`src/rtl/power_mode_scheduler_pkg.sv`:
```
// Power mode scheduler shared definitions.
// Mode and state encodings, request bit indices, counter sizing.
package power_mode_scheduler_pkg;

    typedef enum logic [1:0] {
        ST_IDLE   = 2'd0,
        ST_SETTLE = 2'd1,
        ST_ACTIVE = 2'd2
    } state_t;

    localparam logic [2:0] PWR_OFF   = 3'b000;
    localparam logic [2:0] PWR_TRAIN = 3'b001;
    localparam logic [2:0] PWR_DUEL  = 3'b010;
    localparam logic [2:0] PWR_BULK  = 3'b100;

    localparam int REQ_TRAIN = 0;
    localparam int REQ_DUEL  = 1;
    localparam int REQ_BULK  = 2;

    localparam int DEF_SETTLE_CYCLES = 4;
    localparam int DEF_MIN_HOLD      = 8;

    // Counter width for a down-counter loaded with n-1, never below 1 bit.
    function automatic int cnt_w(input int n);
        return (n > 1) ? $clog2(n) : 1;
    endfunction

endpackage

```
`src/rtl/power_mode_scheduler_if.sv`:
```
// Request / power-setting bundle of the power mode scheduler.
// master drives req, slave returns the registered power setting.
interface power_mode_scheduler_if;

    logic [2:0] req;
    logic [2:0] pow_sel;
    logic       pow_valid;
    logic       busy;
    logic [7:0] switch_count;

    modport master (
        output req,
        input  pow_sel,
        input  pow_valid,
        input  busy,
        input  switch_count
    );

    modport slave (
        input  req,
        output pow_sel,
        output pow_valid,
        output busy,
        output switch_count
    );

endinterface

```
`src/rtl/power_req_prio.sv`:
```
// Fixed-priority request encoder: bulkhead > dueling > training.
// Produces a one-hot winner, or PWR_OFF when nothing is requested.
module power_req_prio
    import power_mode_scheduler_pkg::*;
(
    input  logic [2:0] req,
    output logic [2:0] win
);

    // Highest-priority requester wins outright.
    always_comb begin
        win = PWR_OFF;
        if (req[REQ_BULK]) begin
            win = PWR_BULK;
        end else if (req[REQ_DUEL]) begin
            win = PWR_DUEL;
        end else if (req[REQ_TRAIN]) begin
            win = PWR_TRAIN;
        end
    end

endmodule

```
`src/rtl/power_mode_scheduler.sv`:
```
// Power mode scheduler: break-before-make sequencing of one-hot
// power modes with settle window, minimum hold and bulkhead preemption.
module power_mode_scheduler
    import power_mode_scheduler_pkg::*;
#(
    parameter int SETTLE_CYCLES = DEF_SETTLE_CYCLES,
    parameter int MIN_HOLD      = DEF_MIN_HOLD
) (
    input  logic                  clk,
    input  logic                  rst,
    power_mode_scheduler_if.slave bus
);

    localparam int SW = cnt_w(SETTLE_CYCLES);
    localparam int HW = cnt_w(MIN_HOLD);

    localparam logic [SW-1:0] SET_LOAD  = SW'(SETTLE_CYCLES - 1);
    localparam logic [HW-1:0] HOLD_LOAD = HW'(MIN_HOLD - 1);

    state_t        state, state_n;
    logic [2:0]    target, target_n;
    logic [SW-1:0] settle_cnt, settle_n;
    logic [HW-1:0] hold_cnt, hold_n;
    logic [2:0]    sel_q, sel_n;
    logic          valid_q;
    logic          busy_q;
    logic [7:0]    count_q, count_n;
    logic [2:0]    win;

    power_req_prio u_prio (
        .req (bus.req),
        .win (win)
    );

    // State and output registers; reset clears pow_sel immediately.
    always_ff @(posedge clk or posedge rst) begin
        if (rst) begin
            state      <= ST_IDLE;
            target     <= PWR_OFF;
            settle_cnt <= '0;
            hold_cnt   <= '0;
            sel_q      <= PWR_OFF;
            valid_q    <= 1'b0;
            busy_q     <= 1'b0;
            count_q    <= '0;
        end else begin
            state      <= state_n;
            target     <= target_n;
            settle_cnt <= settle_n;
            hold_cnt   <= hold_n;
            sel_q      <= sel_n;
            valid_q    <= (sel_n != PWR_OFF);
            busy_q     <= (state_n == ST_SETTLE);
            count_q    <= count_n;
        end
    end

    // Next-state logic: arbitration, settle countdown, hold countdown.
    always_comb begin
        state_n  = state;
        target_n = target;
        settle_n = settle_cnt;
        hold_n   = hold_cnt;
        sel_n    = sel_q;
        count_n  = count_q;
        case (state)
            ST_IDLE: begin
                sel_n = PWR_OFF;
                if (win != PWR_OFF) begin
                    state_n  = ST_SETTLE;
                    target_n = win;
                    settle_n = SET_LOAD;
                end
            end
            ST_SETTLE: begin
                sel_n = PWR_OFF;
                if (win == PWR_OFF) begin
                    state_n = ST_IDLE;
                end else begin
                    // A new winner retargets without restarting the window.
                    target_n = win;
                    if (settle_cnt == '0) begin
                        state_n = ST_ACTIVE;
                        sel_n   = win;
                        hold_n  = HOLD_LOAD;
                        count_n = count_q + 8'd1;
                    end else begin
                        settle_n = settle_cnt - SW'(1);
                    end
                end
            end
            ST_ACTIVE: begin
                if (hold_cnt != '0) begin
                    hold_n = hold_cnt - HW'(1);
                end
                if (win != sel_q) begin
                    if (win == PWR_BULK || hold_cnt == '0) begin
                        sel_n = PWR_OFF;
                        if (win != PWR_OFF) begin
                            state_n  = ST_SETTLE;
                            target_n = win;
                            settle_n = SET_LOAD;
                        end else begin
                            state_n = ST_IDLE;
                        end
                    end
                end
            end
            default: begin
                state_n = ST_IDLE;
                sel_n   = PWR_OFF;
            end
        endcase
    end

    assign bus.pow_sel      = sel_q;
    assign bus.pow_valid    = valid_q;
    assign bus.busy         = busy_q;
    assign bus.switch_count = count_q;

endmodule

```
`src/flat_wrapper.sv`:
```
// flat-port wrapper written by rule: the top's interface ports become plain ports
module power_mode_scheduler_flat import power_mode_scheduler_pkg::*;
#(
    parameter int SETTLE_CYCLES = DEF_SETTLE_CYCLES,
    parameter int MIN_HOLD      = DEF_MIN_HOLD
)
  (clk, rst, bus_req, bus_pow_sel, bus_pow_valid, bus_busy, bus_switch_count);
  power_mode_scheduler_if bus_i ();
  input  logic clk;
  input  logic rst;
  input wire logic [$bits(bus_i.req)-1:0] bus_req;
  output wire logic [$bits(bus_i.pow_sel)-1:0] bus_pow_sel;
  output wire logic [$bits(bus_i.pow_valid)-1:0] bus_pow_valid;
  output wire logic [$bits(bus_i.busy)-1:0] bus_busy;
  output wire logic [$bits(bus_i.switch_count)-1:0] bus_switch_count;
  assign bus_i.req = bus_req;
  assign bus_pow_sel = bus_i.pow_sel;
  assign bus_pow_valid = bus_i.pow_valid;
  assign bus_busy = bus_i.busy;
  assign bus_switch_count = bus_i.switch_count;
  power_mode_scheduler #(.SETTLE_CYCLES(SETTLE_CYCLES), .MIN_HOLD(MIN_HOLD)) u_core (.clk(clk), .rst(rst), .bus(bus_i));
endmodule
```
`config.mk`:
```
export PLATFORM = sky130hd
export DESIGN_NAME = power_mode_scheduler_flat
export DESIGN_NICKNAME = d
export VERILOG_FILES = /design/src/rtl/power_mode_scheduler_pkg.sv /design/src/rtl/power_mode_scheduler_if.sv /design/src/rtl/power_req_prio.sv /design/src/rtl/power_mode_scheduler.sv /design/src/flat_wrapper.sv
export SDC_FILE = /design/constraint.sdc
export NUM_CORES = 1
export LEC_CHECK = 0
export CORE_MARGIN = 10
export CORE_UTILIZATION = 52
export DETAILED_ROUTE_END_ITERATION = 7
export PLACE_DENSITY = 0.77
export SLEW_MARGIN = 10
export SYNTH_ARGS = -nofsm -noshare
export SYNTH_HDL_FRONTEND = slang
export SYNTH_HIERARCHICAL = 1
export SYNTH_SLANG_ARGS = --single-unit
```
`constraint.sdc`:
```
create_clock -name clk -period 2 [get_ports clk]
set_input_delay 0.3 -clock clk [delete_from_list [all_inputs] [get_ports clk]]
set_output_delay 0.3 -clock clk [all_outputs]
set_load 0.05 [all_outputs]
```
## Word level (Yosys, flattened, before mapping)

Index checks and enable logic that the tools add are counted.

- Bitwise logic cells: 1
- Add/sub/neg operators: 3
- Reduce and logical (&&, ||, !) cells: 13
- Equality and inequality tests: 11
- Multiplexer cells: 25

Operators with widths:

| operator | count |
|---|---|
| $mux 3 | 9 |
| $mux 2 | 10 |
| $pmux 2 s3 | 2 |
| $pmux 3 s2 | 2 |
| $reduce_bool 3->1 | 4 |
| $add 8x1->8 const B | 1 |
| $ne 2x1->1 const B | 4 |
| $logic_not 3->1 | 2 |
| $reduce_and 5->1 | 1 |
| $eq 2x1->1 const B | 2 |
| $logic_not 2->1 | 2 |
| $ne 2x2->1 const B | 2 |
| $reduce_and 4->1 | 1 |
| $eq 3x3->1 const B | 1 |
| $ne 3x3->1 | 1 |
| $reduce_and 3->1 | 1 |
| $sub 3x1->3 const B | 1 |
| $eq 2x2->1 const B | 1 |
| $mux 1 | 2 |
| $reduce_bool 2->1 | 1 |
| $sub 2x1->2 const B | 1 |
| $logic_or 1x1->1 | 1 |
| $not 1->1 | 1 |

- Logic and storage cells: 60
- Output and inout bits: 13
- Input bits: 5
- Bits in registers: 20

## Depth between registers and ports, before layout

Gate-level depths: netlist of the first run.

- Depth after elaboration: 9
- Mapped depth: 7
- Mapped depth without buffers: 6

## Hierarchy

The synthesis of the first run kept the hierarchy.

By module, submodules not included:

| module | instances | area each (um^2) | sequential area each (um^2) | cells each |
|---|---|---|---|---|
| power_mode_scheduler | 1 | 1,138.6 | 500.5 | 112 |
| power_req_prio | 1 | 26.3 | 0.0 | 3 |

## Least setup slack after synthesis of the first run

No wires, ideal clock.

- Kind: register -> register
- From: register u_core.sel_q[2] (netlist: u_core/bus.pow_sel[2])
- To: register u_core.settle_cnt[0]
- Stages on the path, launching flop included: 5
- Arrival: 1.627 ns
- Clock period less this slack: 1.754 ns
- Path buffers: 0
- Data required time: 1.872 ns
- Library setup time: 0.128 ns
- Slack: 0.246 ns
- Cell sequence: dfrtp_1 xor2_1 o32ai_2 a21oi_1 mux2_1

- Word-level cells in the longest chain between the ends: 3

RTL lines:

| item | line | RTL |
|---|---|---|
| start, declared | power_mode_scheduler.sv:24 | `logic [2:0] sel_q, sel_n;` |
| start signal, assigned | power_mode_scheduler.sv:51 | `sel_q <= sel_n;` |
| $ne 3x3->1 | power_mode_scheduler.sv:96 | `if (win != sel_q) begin` |
| $ne 2x1->1 (no line) | - |  |
| $reduce_and 5->1 (no line) | - |  |
| end signal, assigned | power_mode_scheduler.sv:49 | `settle_cnt <= settle_n;` |
| end, declared | power_mode_scheduler.sv:22 | `logic [SW-1:0] settle_cnt, settle_n;` |

Every way passes these cells.
A chain may end at the register's enable or synchronous reset.

## Worst setup path after layout of the first run

- From: input port bus_req[2]
- To: register u_core.settle_cnt[0]

- Word-level cells in the longest chain between the ends: 6
- Elaborated cells between the ends (all ways): 14
- Classes of those cells: eq/ne: 5; mux: 5; reduce/logical: 4

RTL lines:

| item | line | RTL |
|---|---|---|
| start, declared | flat_wrapper.sv:11 | `input wire logic [$bits(bus_i.req)-1:0] bus_req;` |
| $mux 3 (*) | power_req_prio.sv:13 | `if (req[REQ_BULK]) begin` |
| named net u_core.win[0] | power_mode_scheduler.sv:28 | `logic [2:0] win;` |
| $reduce_bool 3->1 | power_mode_scheduler.sv:69, power_mode_scheduler.sv:99 |  |
| $mux 2 (3 in a row) | - |  |
| $pmux 2 s3 | - |  |

Mark *: on every way through the listed nets, which the timed path passes. The rest lies on a longest branch. The select of a mux whose other input is x is not followed.

==> flow_summary.toml, run 1 <==
[outcome]
outcome = "completed"

[logic_synthesis]
synth_top_area_frac = 0.430
syn-cell-area_mm2 = 0.00116
ys_async_sr_fraction = 1.00
seq_area_frac_synth = 0.430
yosysWarnings = 6
ys_top_cells_by_area = "dfrtp_1 (43%), ha_1 (8.6%), nand2_1 (5.5%), xnor2_1 (5.3%), inv_1 (3.2%)"
synth-seq-cells = 20
synthCells = 115
synth_nets = 128
synthFlopType = "dfrtp_1"
synth-edff-count = 0
avgSynthCellArea_um2 = 10.1
ys_types = 39
synth_top_area_cell = "dfrtp_1"

[clock_network]
clk_root_buffer_cell = "clkbuf_4"
cts_setup_buffers = 0
postCtsHoldBufs = 0
cts_made_buffers = 3
clk_path_buf_depth = 2
clk_latency_ns = 0.29
cts_tree = "yes"
path_clk_slew_ns = 0.11
htree_levels = 1
clock_sinks = 20

[sta]
skew_ns = 0.00149
setup_violations = 0
worst_slew_pin_slew_ns = 0.503
slew_violations = 0
finalCritPeriodShare = 0.952
layout_setup_ws_ns = 0.0954
fmax_mhz = 525
slew_headroom = 0.663
hold_violations = 0
fin_crit_ns = 1.90
hold_ws_ns = 0.331
rsz0062_at_grt = "false"
fin_setup_tns_ns = 0

[detailed_routing]
drtIter0Drc = 35
vias = 984
avgViaCountPerCell = 5.69
ant_nets = 0
drc = 0
routed_wirelength_um = 2510
routedWlPerCell_um = 14.5
dr.pass1.iters = 4

[global_route]
grt_antenna_before_repair = 0
grt_max_degree = 21
grt_usage = 0.123
grt_overflow_total = 0
grt_pass1_wl_um = 4490
grt_pass1_vias = 1051

[layout]
final_nets = 159
area_delta_synth_final_pct = 28.1
fillers = 184
final_cell_area_mm2 = 0.00149
drive_gt1_frac = 0.166
diodes = 0

[job]
maxCapViolations = 0

[floorplanning]
start_util = 0.537
fp.dieW_um = 67.3
core.rowCount = 17
design.die.area_mm2 = 0.00453
die_y_um = 67.3
core_mm2 = 0.00217
ioPinCount = 18

[power_and_ir_drop]
ir_drop_mv = 0.774
cellPowerDensity_mw_per_mm2 = 961
p_leak_nw = 0.678

[place]
pre_cts_slack_ns = -0.230
postPlaceCellArea_mm2 = 0.00144
gp_congestion = 0.917
dpl.hpwl_um = 2020
port_buffers = 17

[setup_path]
crit_slowest_cell = "clkdlybuf4s50_1"
end_kind = "register"
cp_max_fo = 5
crit_required_ns = 2.19
crit_family = "compound AO/OA/AOI/OAI gates"
max_stage_delay_ns = 0.49
cp.arrival_ns = 2.09
start_kind = "input pin"
path_buf_inv = 1
path_cells = "clkdlybuf4s50_1 -> nor3b_4 -> xor2_1 -> o32ai_2 -> a21oi_1 -> mux2_1"
path_class = "input pin to register"

[hold_path]
min_path_type = "input pin to asynchronous set/reset pin"
-- flip-flops by register name, indices dropped and copies added, names as in the netlist --
name,cells
u_core/bus.switch_count,8
u_core/bus.pow_sel,3
u_core/hold_cnt,3
u_core/settle_cnt,2
u_core/state,2
u_core/bus.busy,1
u_core/bus.pow_valid,1
-- cells in the final DEF (no fill, tap or decap), drive strengths merged, types with 3 or more instances in the layout --
cell type	count
clkbuf	4
dfrtp	20
inv	10
nor2	3
xor2	3
a21oi	6
clkdlybuf4s50	17
ha	8
o21ai	3
o22ai	4
buf	11
xnor2	7
nand2	17
-- worst reg2reg max path: cells and delay by family (launching register included) --
kind / cells / cell delay, ns
flip-flops: 1 / 0.48
AO/OA/AOI/OAI: 2 / 0.34
adder cells (fa/ha/maj): 1 / 0.36
AND/OR/NAND/NOR: 1 / 0.19
multiplexers: 1 / 0.36
-- repair_timing --
| action | 4_1_cts | 5_1_grt |
|---|---|---|
| resized for setup | 0 | 4 |
| endpoints found under the hold margin | 0 | 0 |
| endpoints found under the setup margin | 0 | 2 |
-- routing by layer --
metal,vias to the layer above,GRT usage,wire length (µm)
met5,-,0,0
met4,0,0.0564,29
met3,4,0.0331,156
met2,21,0.220,1320
met1,489,0.133,1010
li1,470,-,-
-- through the flow --
step | util | total power (W) | instances
floorplan | - | 0.00103 | 115
CTS | 0.681 | 0.00145 | 173
global route | 0.688 | 0.00155 | 173
detailed placement | 0.664 | 0.00122 | 169
finish | 0.688 | 0.00143 | 173
global placement | 0.664 | 0.00118 | 169
-- cell type report --
| class | instances | area (µm²) | share of cell area |
|---|---|---|---|
| well taps | 28 | 35.0 | 0.0235 |
| clock buffers | 4 | 36.3 | 0.0243 |
| repair buffers | 28 | 253 | 0.169 |
| flip-flops and latches | 20 | 500 | 0.335 |
| multi-input cells | 83 | 631 | 0.422 |
| inverters | 10 | 37.5 | 0.0251 |
-- worst paths after layout --
path                                                             start                                     end  slack, ns  cells after the start
worst max-delay path                                        bus_req[2]        u_core/settle_cnt[0]$_DFFE_PP0P_        0.1                      6
worst max register to register               u_core/state[0]$_DFF_PP0_        u_core/settle_cnt[1]$_DFFE_PP0P_       0.18                      5
worst min-delay path                                               rst          u_core/hold_cnt[0]$_DFFE_PP0P_       0.33                      3
worst min register to register  u_core/bus.switch_count[7]$_DFFE_PP0P_  u_core/bus.switch_count[7]$_DFFE_PP0P_       0.47                      1
min in group clk                u_core/bus.switch_count[7]$_DFFE_PP0P_  u_core/bus.switch_count[7]$_DFFE_PP0P_       0.47                      1
max in group asynchronous                                          rst         u_core/bus.pow_sel[0]$_DFF_PP0_       1.46                      3
-- report_power, final --
part | internal (W) | switching [W] | total, W | leakage (nW)
Combinational | 0.000275 | 0.000381 | 0.000656 | 0.402
Sequential | 0.000480 | 0.0000708 | 0.000551 | 0.254
Clock | 0.000111 | 0.000117 | 0.000228 | 0.0210
Total | 0.000866 | 0.000569 | 0.00143 | 0.678
-- cells in the mapped netlist (all sizes together), types with 2 or more instances --
master   n
nor2     3
o22ai    4
nand4    2
ha       8
nor2b    2
buf      2
xnor2    7
inv     10
a21oi    6
nor3b    2
mux2     2
o21ai    3
mux2i    2
nand2   17
nand3    2
dfrtp   20
a31oi    2
xor2     3
-- kinds of logic after synthesis --
kind of cell | count (synthesis) | synth area share
xor+xnor | 10 | 0.0752
mux | 4 | 0.0365
simple gates | 34 | 0.150
flops | 20 | 0.430
fa+ha+maj | 8 | 0.0859
compound gates | 27 | 0.179
buf+inv | 12 | 0.0430
(Power assumes the default switching activity.)
==> run 2: changes to the inputs <==
--- a/config.mk
+++ b/config.mk
@@ -5,10 +5,13 @@
 export SDC_FILE = /design/constraint.sdc
 export NUM_CORES = 1
 export LEC_CHECK = 0
+export CAP_MARGIN = 20
+export CELL_PAD_IN_SITES_DETAIL_PLACEMENT = 0
+export CELL_PAD_IN_SITES_GLOBAL_PLACEMENT = 1
 export CORE_MARGIN = 10
-export CORE_UTILIZATION = 52
+export CORE_UTILIZATION = 41
 export DETAILED_ROUTE_END_ITERATION = 7
-export PLACE_DENSITY = 0.77
+export PLACE_DENSITY = 0.78
 export SLEW_MARGIN = 10
 export SYNTH_ARGS = -nofsm -noshare
 export SYNTH_HDL_FRONTEND = slang
==> run 2 against run 1 <==
  * Sequential share of layout area decreased by 0.61 points
  * Register-to-register slack improved by 0.02 ns
  * Cell area grew 1.8%
  * Hold slack worse by 0.021 ns
  * Wire length is 4.7% higher
  * Via count shrank 2.3%
  * Global-route usage is 1.7 points lower
  * Non-clock buffer count up 2
  * Clock-buffer cell count fell by 1
  * Clock power increased by 47%
  * Sequential power is essentially flat
  * Critical path type unchanged
  * Fmax is 0.17% higher
==> flow_summary.toml, run 2 (same netlist as run 1, synthesis figures left out) <==
[place]
place_inst = 174
port_buffers = 17
dpl.hpwl_um = 2040
gp_congestion = 0.815

[sta]
fmax_mhz = 526
setup_violations = 0
fin_crit_ns = 1.90
skew_ns = 0.00734
finalCritPeriodShare = 0.951
fin_setup_tns_ns = 0
worst_slew_pin_slew_ns = 0.510
hold_ws_ns = 0.310
slew_violations = 0
slew_headroom = 0.659
hold_violations = 0
rsz0062_at_grt = "false"

[clock_network]
cts_made_buffers = 3
clock_sinks = 20
cts_setup_buffers = 0
clk_root_buffer_cell = "clkbuf_4"
clk_latency_ns = 0.30
path_clk_slew_ns = 0.13
postCtsHoldBufs = 0
cts_tree = "yes"
clk_path_buf_depth = 2
htree_levels = 1

[setup_path]
max_stage_delay_ns = 0.55
path_cells = "clkdlybuf4s50_1 -> nor3b_2 -> buf_4 -> or4_4 -> o2111ai_1 -> a21oi_2 -> mux2_1"
crit_required_ns = 2.19
cp_max_fo = 5
path_class = "input pin to register"
path_buf_inv = 2
crit_slowest_cell = "or4_4"
cp.arrival_ns = 2.09
crit_family = "buffers and inverters"
end_kind = "register"
start_kind = "input pin"

[power_and_ir_drop]
cellPowerDensity_mw_per_mm2 = 1020
ir_drop_mv = 0.639
power_w = 0.00154
p_leak_nw = 0.693

[global_route]
grt_usage = 0.106
grt_pass1_wl_um = 4710
grt_overflow_total = 0
grt_antenna_before_repair = 0
grt_max_degree = 21
grt_pass1_vias = 1047

[floorplanning]
core.rowCount = 19
start_util = 0.426
fp.dieW_um = 73.3
die_y_um = 73.3
ioPinCount = 18
core_mm2 = 0.00273
design.die.area_mm2 = 0.00537

[detailed_routing]
vias = 961
avgViaCountPerCell = 5.40
drc = 0
routed_wirelength_um = 2630
drtIter0Drc = 52
routedWlPerCell_um = 14.8
dr.pass1.iters = 4
ant_nets = 0

[layout]
mostFrequentLayoutCell = "dfrtp_1"
area_delta_synth_final_pct = 30.5
final_cell_mix = "dfrtp_1 (20), clkdlybuf4s50_1 (17), nand2_1 (17)"
drive_gt1_frac = 0.170
finalNonFillerCells = 178
diodes = 0
final_nets = 161
largest_register_ffs = 8

[job]
maxCapViolations = 0

[outcome]
outcome = "completed"

[hold_path]
min_path_type = "input pin to asynchronous set/reset pin"
run 2: worst register-to-register path, cell delays in order (launching register included):
cell and delay (ns):
dfrtp_1 0.49, ha_1 0.43, inv_1 0.14, o2111ai_1 0.25, a21oi_2 0.07, mux2_1 0.32
run 2: final cells by class:
type | count | area [µm²]
Clock buffer | 3 | 22.5
Clock inverter | 1 | 30.0
Fill cell | 259 | 1210
Inverter | 10 | 37.5
Multi-Input combinational cell | 83 | 623
Sequential cell | 20 | 500
Tap cell | 31 | 38.8
Timing Repair Buffer | 30 | 268
run 2: what timing repair did:
| action | in CTS | in global routing |
|---|---|---|
| gates resized for setup | 0 | 3 |
| endpoints found under the setup margin | 0 | 4 |
| hold endpoints to repair | 0 | 0 |
run 2: where the power goes:
part / internal, W / switching (W) / total [W]
sequential: 0.000480 / 0.0000676 / 0.000548
clock: 0.000202 / 0.000133 / 0.000335
combinational: 0.000278 / 0.000384 / 0.000662
total: 0.000960 / 0.000585 / 0.00154
run 2: final timing paths:
kind	start	end	slack, ns	cells after the start
hold / removal	rst	u_core/bus.switch_count[6]$_DFFE_PP0P_	0.31	3
min in group clk	u_core/bus.switch_count[7]$_DFFE_PP0P_	u_core/bus.switch_count[7]$_DFFE_PP0P_	0.49	1
hold reg to reg	u_core/bus.switch_count[7]$_DFFE_PP0P_	u_core/bus.switch_count[7]$_DFFE_PP0P_	0.49	1
max in group asynchronous	rst	u_core/bus.switch_count[0]$_DFFE_PP0P_	1.47	3
setup reg to reg	u_core/state[0]$_DFF_PP0_	u_core/settle_cnt[0]$_DFFE_PP0P_	0.20	5
setup / recovery	bus_req[2]	u_core/settle_cnt[0]$_DFFE_PP0P_	0.1	7
run 2: stage by stage:
| step | area [µm²] | utilization | setup WS (ns) |
|---|---|---|---|
| final | 1520 | 0.556 | 0.0987 |
| after global placement | 1460 | 0.534 | -0.205 |
| after floorplan | 1160 | - | 0.246 |
| after global routing | 1520 | 0.556 | 0.0129 |
| after CTS | 1510 | 0.553 | 0.00679 |
| after detailed placement | 1460 | 0.534 | -0.343 |
run 2: per-layer routing:
metal	wire length (µm)	up-vias	track usage	part of all wire
met3	106	2	0.0283	0.040
li1	-	472	-	-
met4	14	0	0.0311	0.0053
met1	1210	472	0.129	0.46
met5	0	-	0	0
met2	1300	15	0.180	0.49
==> run 3: changes to the inputs <==
==> constraint.sdc (replaced) <==
create_clock -name clk -period 2 [get_ports clk]
set_input_delay 0.3 -clock clk [delete_from_list [all_inputs] [get_ports clk]]
set_output_delay 0.3 -clock clk [all_outputs]
set_load 0.02 [all_outputs]
==> results of run 3 <==
The final DEF is identical to that of run 2. Status: completed.
Main changes from that run: total power 0.00154 W -> 0.00148 W; worst IR drop on VDD 0.639 mV -> 0.586 mV
